<file path="config.mk">
export PLATFORM = sky130hd
export DESIGN_NAME = slice_cfg_loader
export DESIGN_NICKNAME = d
export VERILOG_FILES = /design/src/rtl/slice_cfg_loader.sv
export SDC_FILE = /design/constraint.sdc
export NUM_CORES = 1
export LEC_CHECK = 0
export BUFFER_PORTS_ARGS = -buffer_cell sky130_fd_sc_hd__buf_2
export CORE_MARGIN = 10
export CORE_UTILIZATION = 54
export CTS_BUF_LIST = sky130_fd_sc_hd__clkbuf_16
export CTS_CLUSTER_SIZE = 16
export DETAILED_ROUTE_END_ITERATION = 10
export PLACE_DENSITY = 0.78
export SYNTH_ARGS = -nofsm -noshare
export SYNTH_HDL_FRONTEND = slang
export SYNTH_SLANG_ARGS = --single-unit
</file>
<file path="constraint.sdc">
create_clock -name cclk -period 2.22 [get_ports cclk]
set_input_delay 0.111 -clock cclk [delete_from_list [all_inputs] [get_ports cclk]]
set_output_delay 0.111 -clock cclk [all_outputs]
set_load 0.01 [all_outputs]
</file>
<file path="src/rtl/slice_cfg_loader.sv">
// -----------------------------------------------------------------------------
// slice_cfg_loader
//
// Configuration sequencer for the fracturable-LUT logic slice. Parallel
// bitstream words arrive over a valid/ready handshake and are serialized
// LSB-first into the slice configuration scan chain (per-LUT config words
// followed by the carry-chain enable bit). A bit counter makes the chain
// receive exactly CHAIN_LEN bits; surplus bits of the final word are dropped.
// The user register enable is held off until the chain is fully loaded.
//
// Ports
//   cclk      configuration clock (only clock)
//   rst       asynchronous active-high reset
//   start     one-cycle pulse that begins a load (honoured in IDLE/DONE only)
//   in_data   bitstream word, LSB shifted first
//   in_valid  in_data valid
//   in_ready  loader accepts a word this cycle
//   cfg_bit   serial data to the config chain (0 whenever cen=0)
//   cen       config-chain shift enable
//   user_ce   requested user register enable
//   reg_ce    user_ce gated by done (combinational)
//   busy      load in progress (LOAD or SHIFT)
//   done      chain fully loaded; sticky until the next start or rst
//   bit_cnt   number of chain bits shifted so far in this load
// -----------------------------------------------------------------------------
module slice_cfg_loader #(
  parameter int S_XX_BASE = 4,
  parameter int NUM_LUTS  = 4,
  parameter int CFG_SIZE  = 2**S_XX_BASE + 1,
  parameter int WORD_W    = 8,
  parameter int CHAIN_LEN = NUM_LUTS*2*CFG_SIZE + 1
) (
  input  logic                           cclk,
  input  logic                           rst,
  input  logic                           start,
  input  logic [WORD_W-1:0]              in_data,
  input  logic                           in_valid,
  output logic                           in_ready,
  output logic                           cfg_bit,
  output logic                           cen,
  input  logic                           user_ce,
  output logic                           reg_ce,
  output logic                           busy,
  output logic                           done,
  output logic [$clog2(CHAIN_LEN+1)-1:0] bit_cnt
);

  localparam int CNT_W = $clog2(CHAIN_LEN+1);
  localparam int WC_W  = (WORD_W > 1) ? $clog2(WORD_W) : 1;

  localparam logic [CNT_W-1:0] BIT_LAST  = CNT_W'(CHAIN_LEN - 1);
  localparam logic [CNT_W-1:0] BIT_FULL  = CNT_W'(CHAIN_LEN);
  localparam logic [WC_W-1:0]  WORD_LAST = WC_W'(WORD_W - 1);

  typedef enum logic [1:0] {
    ST_IDLE  = 2'd0,
    ST_LOAD  = 2'd1,
    ST_SHIFT = 2'd2,
    ST_DONE  = 2'd3
  } state_e;

  // Bit counter increment that can never run past the chain length, so a
  // stray extra shift cycle could not wrap the count back to zero.
  function automatic logic [CNT_W-1:0] cnt_inc_sat(input logic [CNT_W-1:0] c);
    logic [CNT_W-1:0] r;
    r = (c >= BIT_FULL) ? BIT_FULL : c + CNT_W'(1);
    return r;
  endfunction

  // Chain data presented for the coming cycle: shift register LSB, but forced
  // low whenever the chain is not being clocked.
  function automatic logic chain_bit(input logic shifting, input logic [WORD_W-1:0] sr);
    logic r;
    r = shifting & sr[0];
    return r;
  endfunction

  state_e            state_q, state_d;
  logic [WORD_W-1:0] shreg_q, shreg_d;
  logic [WC_W-1:0]   wcnt_q,  wcnt_d;
  logic [CNT_W-1:0]  bit_cnt_q, bit_cnt_d;

  logic in_ready_q, in_ready_d;
  logic cen_q,      cen_d;
  logic cfg_bit_q,  cfg_bit_d;
  logic busy_q,     busy_d;
  logic done_q,     done_d;

  logic accept;
  logic chain_last;
  logic shift_last;

  // A word is taken only while waiting in LOAD, where in_ready is high.
  assign accept     = (state_q == ST_LOAD) && in_valid;
  // This shift cycle moves the final chain bit.
  assign chain_last = (bit_cnt_q == BIT_LAST);
  // This shift cycle ends the current word, either because the word is
  // exhausted or because the chain is full and the rest is discarded.
  assign shift_last = (wcnt_q == WORD_LAST) || chain_last;

  // ---- state register ------------------------------------------------------
  always_ff @(posedge cclk or posedge rst) begin
    if (rst) begin
      state_q   <= ST_IDLE;
      shreg_q   <= '0;
      wcnt_q    <= '0;
      bit_cnt_q <= '0;
    end else begin
      state_q   <= state_d;
      shreg_q   <= shreg_d;
      wcnt_q    <= wcnt_d;
      bit_cnt_q <= bit_cnt_d;
    end
  end

  // ---- next-state and datapath ---------------------------------------------
  always_comb begin
    state_d   = state_q;
    shreg_d   = shreg_q;
    wcnt_d    = wcnt_q;
    bit_cnt_d = bit_cnt_q;
    unique case (state_q)
      ST_IDLE, ST_DONE: begin
        if (start) begin
          state_d   = ST_LOAD;
          bit_cnt_d = '0;
        end
      end
      ST_LOAD: begin
        if (accept) begin
          state_d = ST_SHIFT;
          shreg_d = in_data;
          wcnt_d  = '0;
        end
      end
      ST_SHIFT: begin
        shreg_d   = shreg_q >> 1;
        wcnt_d    = wcnt_q + WC_W'(1);
        bit_cnt_d = cnt_inc_sat(bit_cnt_q);
        if (shift_last) begin
          state_d = chain_last ? ST_DONE : ST_LOAD;
        end
      end
      default: begin
        state_d = ST_IDLE;
      end
    endcase
  end

  // ---- output decode (next-cycle values, registered below) ------------------
  always_comb begin
    in_ready_d = (state_d == ST_LOAD);
    cen_d      = (state_d == ST_SHIFT);
    cfg_bit_d  = chain_bit(cen_d, shreg_d);
    busy_d     = (state_d == ST_LOAD) || (state_d == ST_SHIFT);
    done_d     = (state_d == ST_DONE);
  end

  // ---- output registers -----------------------------------------------------
  always_ff @(posedge cclk or posedge rst) begin
    if (rst) begin
      in_ready_q <= 1'b0;
      cen_q      <= 1'b0;
      cfg_bit_q  <= 1'b0;
      busy_q     <= 1'b0;
      done_q     <= 1'b0;
    end else begin
      in_ready_q <= in_ready_d;
      cen_q      <= cen_d;
      cfg_bit_q  <= cfg_bit_d;
      busy_q     <= busy_d;
      done_q     <= done_d;
    end
  end

  assign in_ready = in_ready_q;
  assign cen      = cen_q;
  assign cfg_bit  = cfg_bit_q;
  assign busy     = busy_q;
  assign done     = done_q;
  assign bit_cnt  = bit_cnt_q;

  // User registers stay frozen until the slice holds a complete configuration.
  assign reg_ce   = user_ce & done_q;

endmodule
</file>
# Yosys cells after proc, flatten, opt, wreduce, memory -nomap -nowiden
# Index checks and enable logic that the tools add are counted.
totals:
  reg_bits: 26
  in_bits: 13
  out_inout_bits: 14
classes:
  magnitude_cmp: 1
  n_eq_ne: 10
  add_sub_neg: 2
  mux: 12
  bitwise: 2
  reduce_logical: 9
op_table:
  columns: ["cell", "n"]
  rows:
  - ["$pmux 8 s2", 2]
  - ["$mux 8", 3]
  - ["$add 8x1->8 const B", 1]
  - ["$eq 2x2->1 const B", 4]
  - ["$eq 8x8->1 const B", 1]
  - ["$ge 8x8->1 const B", 1]
  - ["$mux 2", 4]
  - ["$pmux 2 s3", 1]
  - ["$pmux 3 s2", 1]
  - ["$eq 2x1->1 const B", 2]
  - ["$ne 2x2->1 const B", 2]
  - ["$reduce_and 2->1", 2]
  - ["$reduce_bool 2->1", 2]
  - ["$add 3x1->3 const B", 1]
  - ["$eq 3x3->1 const B", 1]
  - ["$mux 3", 1]
  - ["$and 1x1->1", 2]
  - ["$logic_not 2->1", 1]
  - ["$logic_or 1x1->1", 2]
  - ["$reduce_or 2->1", 1]
  - ["$logic_and 1x1->1", 1]

# Depth between registers and ports, before layout
# Gate-level depths: netlist of the first run.
depth:
  depth_word: 6
  depth_mapped: 9

# Least setup slack after synthesis of the first run
# Ideal clock, no wire load.
synth_path:
  path_kind: "register to register"
  start: "register bit_cnt_q[0], in the netlist bit_cnt[0]"
  end: "register cfg_bit_q, in the netlist cfg_bit"
  period_less_slack_ns: 1.870
  setup_slack_ns: 0.350
  n_path_buf: 0
  path_stages_with_launch: 9
  required_ns: 2.101
  setup_ns: 0.119
  arrival_ns: 1.751
  path_cell_list: "dfrtp_1 -> inv_1 -> ha_1 -> nor2b_2 -> and4_4 -> a311oi_2 -> a31oi_1 -> ha_1 -> and2_1"
synth_via:
  elab_chain_cells: 6
  elab_cells_between_ends: 7
  cone_classes: "eq/ne: 2; mux: 3; bitwise: 1; reduce/logical: 1"
synth_lines:
  columns: ["element", "line", "text"]
  rows:
  - ["start, declared", "81", "logic [CNT_W-1:0] bit_cnt_q, bit_cnt_d;"]
  - ["start signal, assigned", "112", "bit_cnt_q <= bit_cnt_d;"]
  - ["$eq 8x8->1 *", "96", "assign chain_last = (bit_cnt_q == BIT_LAST);"]
  - ["$mux 2 or $logic_or 1x1->1 (tied branches)", "141, 99", null]
  - ["$mux 2 *", "140", "if (shift_last) begin"]
  - ["$pmux 2 s3 *", "122", "unique case (state_q)"]
  - ["named net state_d[1]", "78", "state_e state_q, state_d;"]
  - ["$eq 2x2->1 *", "153", "cen_d = (state_d == ST_SHIFT);"]
  - ["named net cen_d", "84", "logic cen_q, cen_d;"]
  - ["$and 1x1->1 *", "74", "r = shifting & sr[0];"]
  - ["named net cfg_bit_d", "85", "logic cfg_bit_q, cfg_bit_d;"]
  - ["end signal, assigned", "170", "cfg_bit_q <= cfg_bit_d;"]
  - ["end, declared", "85", null]
# The timed path passes the listed nets; every way through them passes the cells marked *.
# A chain may end at the register's enable or synchronous reset.

# Worst setup path in the final report of the first run
# Same ends and word-level chain as after synthesis.

==> run_results.csv, run 1 <==
group,metric,value,unit
outcome,run_status,"finished clean",
route,routed-via-count,1118,
synthesis,synth_top_cell_area_share,46.59,%
route,antenna_viol_nets_final,0,
power,vdd.ir_drop.worst,924.2,µV
cts,cts_htree_levels,1,
global_route,grt_pass1_vias,1160,
worst_setup_path,critical_path_class,"reg2reg",
global_route,globalRoute.totalOverflow,0,
synthesis,synthMostInstantiatedCell,"dfrtp_1",
flow_run,cap_viol_max_count,0,
sta,final-max-slew-violation-count,0,
synthesis,netlist-cell-type-count,37,
cts,cts.sinks,26,
cts,clk_path_buf_depth,2,
cts,clk_pin_slew_worst_paths,0.07,ns
placed_design,placement.setup.worst_slack,0.2327,ns
final_layout,instances_no_fill,194,
route,drc_errors_left,0,
final_layout,nNetsFinal,188,
floorplanning,initial_util,56.36,%
power,pwr-share-clk,24.8,%
synthesis,prevailing_post_synth_register_cell,"dfrtp_1",
synthesis,sequential_to_total_area_share_from_yosys_stat,46.59,%
floorplanning,coreArea,2477,µm²
synthesis,post_synth.cell_area_avg,10.27,µm²
synthesis,total_nets_after_synthesis,159,
sta,min_period_over_period,91.06,%
cts,ctsResizeCount,0,
final_layout,post_route_cells_drive_above_1_share,25.61,%
cts,clkLatencyLatePin,0.26,ns
synthesis,synth-warning-count,0,
route,drt_pass1_iterations,4,
synthesis,ys_top_cells_by_count,"26 x dfrtp_1, 16 x nand2_1, 11 x o21ai_0, 10 x ha_1, 10 x nor2_1",
worst_setup_path,critical_path.n_buffers_inverters,1,
power,psw,0.7866,mW
placed_design,dp_hpwl,2370,µm
synthesis,synth_top_cell_by_area,"dfrtp_1",
floorplanning,die_width,70.85,µm
sta,achievable-frequency,494.7,MHz
worst_setup_path,cp_top_family,"simple AND/OR/NAND/NOR gates",
power,pwr_density_cell,1267,nW/µm²
route,wl,3029,µm
synthesis,syn_area,1396,µm²
sta,timing.final.crit_period,2.021,ns
route,vias_per_cell,5.763,
sta,tightest_slew,0.9510,ns
power,p_seq_share,33.5,%
sta,report.final.setup_viol,0,
cts,clock_tree_from_tritoncts,"done",
placed_design,placement.io_buffers,26,
power,swShare,37.45,%
floorplanning,design.portCount,27,
worst_setup_path,worstPathRequired,2.37,ns
worst_setup_path,critical_path_arrival,2.17,ns
synthesis,syn-instance-count,136,
worst_setup_path,cp-start-kind,"flop",
floorplanning,floorplan.die.height,70.85,µm
sta,finalHoldViolations,0,
cts,cts_stage_hold_buffer_count,0,
cts,cts-root-buf,"clkbuf_16",
power,report.power.total,2.100,mW
floorplanning,floorplan.die_area,5020,µm²
worst_setup_path,cell_with_the_biggest_individual_delay_on_the_critical_path,"dfrtp_1",
worst_setup_path,timing.critical_path.cells,"inv_1 > ha_1 > nor2b_2 > and4_4 > a311oi_2 > a31oi_1 > ha_1 > and2_1",
worst_setup_path,timing.critical_path.fanout_max,6,
placed_design,place.detailed.instances,190,
worst_setup_path,critPathMostFrequentCell,"ha_1",
synthesis,postSynthRegisterBits,26,
placed_design,globalplace.congestion,0.8512,
synthesis,synth_top_area_cells,"dfrtp_1 47%, ha_1 9.0%, nand2_1 4.3%",
worst_setup_path,cp_slowest_stage_delay,0.43,ns
power,power.static_leakage,0.8289,nW
global_route,initial_antenna_violation_count,0,
sta,grt_setup_unrepaired,"false",
sta,worst_slew_margin_rel,36.53,%
sta,final.setup_skew,0.007233,ns
min_path,hold_class,"in2async",
sta,finalWorstSetupSlack,0.1985,ns
route,wl_per_cell,15.61,µm
floorplanning,std_cell_rows,18,
global_route,grt_first_pass_wirelength,5347,µm
route,detailedRoute.firstIterationViolations,87,
synthesis,edff_count_synth,0,
worst_setup_path,worst_setup_path_end_kind,"flop",
cts,numCtsBuffers,3,
global_route,maximum_number_of_pins_on_one_net_before_global_route_repair,27,
synthesis,asyncSetResetFlopFracSynth,100.0,%
sta,fin_setup_tns,0,ns
power,combPwrFrac,41.7,%
cts,cts_setup_buffers,0,
power,internal_power,1.314,mW
final_layout,p_r_area_growth_vs_syn,18.73,%
final_layout,n_antenna_cell,0,
global_route,global_route.usage.total,12.77,%
-- registers in the layout, summed over array words and instances, names as in the netlist --
register	count
bit_cnt	8
shreg_q	8
wcnt_q	3
state_q	2
busy	1
cen	1
cfg_bit	1
done	1
in_ready	1
-- cell families (layout without fill, tap and decap cells) --
group                    Yosys count  in the layout  share of synthesized area, %
XOR/XNOR                           4              4                         2.509
buffers and inverters             14             42                         4.838
AO/OA/AOI/OAI                     39             39                         20.97
flip-flops                        26             26                         46.59
multiplexers                       1              1                         1.075
adder cells (fa/ha/maj)           10             10                         8.961
AND/OR/NAND/NOR                   42             42                         15.06
-- path summary, 6_finish.rpt --
path / from / cells past startpoint / endpoint / slack [ns]
worst max-delay path: bit_cnt[0]$_DFFE_PP0P_ / 8 / cfg_bit$_DFF_PP0_ / 0.20
worst min-delay path: rst / 2 / shreg_q[3]$_DFFE_PP0P_ / 0.06
worst max register to register: bit_cnt[0]$_DFFE_PP0P_ / 8 / cfg_bit$_DFF_PP0_ / 0.20
worst min register to register: shreg_q[1]$_DFFE_PP0P_ / 2 / shreg_q[1]$_DFFE_PP0P_ / 0.49
max in group asynchronous: rst / 2 / in_ready$_DFF_PP0_ / 1.58
min in group cclk: in_data[6] / 3 / shreg_q[6]$_DFFE_PP0P_ / 0.14
-- final cells by class --
cell class                      instances  area, µm²
Fill cell                             210      819.5
Clock inverter                          1      30.03
Clock buffer                            3      75.07
Tap cell                               30      37.54
Sequential cell                        26      650.6
Multi-Input combinational cell         96      678.2
Inverter                                9      33.78
Timing Repair Buffer                   29      152.6
-- through the flow --
stage	area, µm²	util [%]	hold WS, ns
6_report	1658	66.92	0.05656
5_1_grt	1658	66.92	0.1462
4_1_cts	1658	66.92	0.09784
3_5_place_dp	1553	62.68	0.3754
3_3_place_gp	1553	62.68	0.3494
2_1_floorplan	1396	-	0.1510
-- power groups by stage --
stage / logic [mW] / registers [mW] / clock network [mW]
floorplan: 0.637 / 0.711 / 0
global placement: 0.823 / 0.699 / 0
detailed placement: 0.872 / 0.712 / 0
CTS: 0.880 / 0.704 / 0.526
global route: 0.996 / 0.720 / 0.547
finish: 0.875 / 0.703 / 0.522
-- placed cells by master, fill, tap and decap left out, types with 4 or more instances in the layout --
cell,Yosys,layout
dfrtp_1,26,26
ha_1,10,10
xor2_1,4,4
buf_2,3,26
a22oi_1,6,6
o21ai_0,11,11
inv_1,9,9
nand2_1,16,16
nor2_1,10,10
nand4_1,4,4
-- metal layers --
metal / vias to the layer above / track usage [%] / share of wire (%) / wire length, µm
met3: 7 / 4.324 / 6.8 / 206
met1: 538 / 14.06 / 42 / 1281
met2: 30 / 21.66 / 49 / 1477
met4: 0 / 5.806 / 2.1 / 63
met5: - / 0 / 0 / 0
li1: 543 / - / - / -
No activity file was read; power rests on OpenSTA's default activity.
==> run 2: changes to the inputs <==
CELL_PAD_IN_SITES_DETAIL_PLACEMENT = 0   (was not set)
CELL_PAD_IN_SITES_GLOBAL_PLACEMENT = 2   (was not set)
CORE_UTILIZATION = 34   (was 54)
PLACE_DENSITY = not set   (was 0.78)
PLACE_DENSITY_LB_ADDON = 0.1   (was not set)
SETUP_SLACK_MARGIN = 0.3   (was not set)
clock period = 2.2 ns   (was 2.22 ns; I/O delays follow)
==> run 2 against run 1 <==
  * Design area up 5.1%
  * Critical path depth unchanged
  * Total power down 0.16%
  * Register-to-register slack better by 0.20 ns
  * Maximum frequency up 12%
  * Sequential share of layout area down 1.9 points
  * Die area up 41%
  * Hold slack better by 0.081 ns
  * Global-route usage down 3.5 points
  * Utilization down 23 points
  * Via count up 0.27%
  * Critical path type unchanged
==> run_results.csv, run 2 (synthesized netlist as in run 1, its figures left out) <==
group,metric,value,unit
outcome,run_status,"finished clean",
power,combPwrFrac,47.1,%
power,swShare,38.96,%
placed_design,dp_hpwl,2401,µm
worst_setup_path,critical_path_arrival,1.96,ns
global_route,grt_pass1_vias,1163,
route,drc_errors_left,0,
global_route,initial_antenna_violation_count,0,
route,antenna_viol_nets_final,0,
sta,achievable-frequency,556.5,MHz
sta,min_period_over_period,81.68,%
route,highest-signal-layer,"met4",
worst_setup_path,critical_path_class,"reg2reg",
power,vdd.ir_drop.worst,492.5,µV
floorplanning,die_width,84.09,µm
route,wl_met2,1525,µm
placed_design,placement.io_buffers,26,
sta,finalHoldViolations,0,
final_layout,mostFrequentLayoutCells,"26 x dfrtp_1, 26 x buf_2, 16 x nand2_1",
sta,final-max-slew-violation-count,0,
route,wl,3242,µm
global_route,global_route.usage.total,9.306,%
global_route,globalRoute.totalOverflow,0,
route,wl_met3,140,µm
min_path,hold_class,"in2reg",
worst_setup_path,r2r_slack,0.40,ns
global_route,maximum_number_of_pins_on_one_net_before_global_route_repair,27,
final_layout,post_route_cells_drive_above_1_share,30.00,%
final_layout,final.fill_count,421,
worst_setup_path,worstPathRequired,2.36,ns
floorplanning,coreArea,4000,µm²
cts,clkLatencyLatePin,0.26,ns
cts,clk_path_buf_depth,2,
sta,grt_setup_unrepaired,"false",
final_layout,n_antenna_cell,0,
route,detailedRoute.firstIterationViolations,60,
worst_setup_path,timing.critical_path.fanout_max,4,
cts,clk_pin_slew_worst_paths,0.07,ns
floorplanning,initial_util,34.91,%
cts,numCtsBuffers,3,
power,pwr-share-clk,19.3,%
cts,cts-root-buf,"clkbuf_16",
power,internal_power,1.280,mW
route,vias_per_cell,5.095,
final_layout,p_r_area_growth_vs_syn,24.73,%
sta,fin_setup_tns,0,ns
power,report.power.total,2.097,mW
sta,report.final.setup_viol,0,
cts,cts_htree_levels,1,
flow_run,cap_viol_max_count,0,
route,wl_per_cell,14.74,µm
floorplanning,floorplan.die_area,7070,µm²
route,routed-via-count,1121,
power,psw,0.8170,mW
global_route,grt_first_pass_wirelength,5520,µm
sta,worst_slew_margin_rel,73.43,%
sta,timing.final.crit_period,1.797,ns
cts,cts.sinks,26,
placed_design,globalplace.congestion,0.7667,
power,p_seq_share,33.6,%
power,power.static_leakage,0.8540,nW
route,wl_met1,1557,µm
worst_setup_path,cp-start-kind,"flop",
worst_setup_path,worst_setup_path_end_kind,"flop",
sta,final.setup_skew,0.005009,ns
floorplanning,design.portCount,27,
power,pwr_density_cell,1204,nW/µm²
final_layout,nNetsFinal,194,
route,drt_pass1_iterations,4,
cts,clock_tree_from_tritoncts,"done",
floorplanning,std_cell_rows,23,
sta,tightest_slew,0.3943,ns
final_layout,final_util,43.54,%
floorplanning,floorplan.die.height,84.09,µm
run 2: power groups by stage:
| stage | sequential (mW) | combinational (mW) | clock (mW) |
|---|---|---|---|
| final | 0.705 | 0.987 | 0.406 |
| after global routing | 0.721 | 1.13 | 0.441 |
| after CTS | 0.697 | 0.917 | 0.423 |
| after detailed placement | 0.710 | 0.896 | 0 |
| after global placement | 0.707 | 0.894 | 0 |
| after floorplan | 0.717 | 0.643 | 0 |
run 2: final timing paths:
path                                             start                      to  cells after the start
max in group asynchronous                          rst   wcnt_q[1]$_DFFE_PP0P_                      4
worst max register to register  bit_cnt[1]$_DFFE_PP0P_          busy$_DFF_PP0_                      8
worst max-delay path            bit_cnt[1]$_DFFE_PP0P_          busy$_DFF_PP0_                      8
worst min register to register  shreg_q[4]$_DFFE_PP0P_  shreg_q[4]$_DFFE_PP0P_                      2
worst min-delay path                        in_data[1]  shreg_q[1]$_DFFE_PP0P_                      3
min in group asynchronous                          rst  bit_cnt[5]$_DFFE_PP0P_                      4
run 2: area by class of cell:
class | instances | area [µm²] | share of cell area [%]
inverter | 9 | 33.78 | 1.940
clock inverter | 1 | 3.754 | 0.2155
multi-input combinational | 96 | 715.7 | 41.09
clock buffer | 3 | 75.07 | 4.310
sequential | 26 | 650.6 | 37.36
timing repair buffer | 35 | 200.2 | 11.49
tap | 50 | 62.56 | 3.592
run 2: repair_timing:
item | in CTS | in global routing
buffers inserted | 1 | 2
resized for setup | 0 | 8
hold buffers | 1 | 0
pin swaps | 0 | 2
hold endpoints to repair | 26 | 0
setup endpoints to repair | 2 | 2
run 2: metal layers:
metal,vias up,track usage (%)
met3,2,2.637
met5,-,0
met4,0,3.349
li1,555,-
met2,17,14.94
met1,547,11.45
run 2: metrics by stage:
stage                     instance area (µm²)  instances  hold slack [ns]  worst slack (ns)
final                                    1742        220           0.1373            0.4031
after detailed placement                 1593        212           0.1953            0.2394
after global routing                     1742        220           0.1487            0.3045
after global placement                   1593        212           0.1875            0.2895
after floorplan                          1396        136           0.1500            0.3301
after CTS                                1689        218           0.1377            0.3013
run 2: worst max-delay path: stages (launching register included):
cell and delay [ns]:
dfrtp_1 0.40, inv_2 0.05, ha_1 0.17, nor2b_4 0.12
and4_4 0.22, a311oi_4 0.28, a31oi_2 0.09, ha_2 0.34
inv_1 0.03
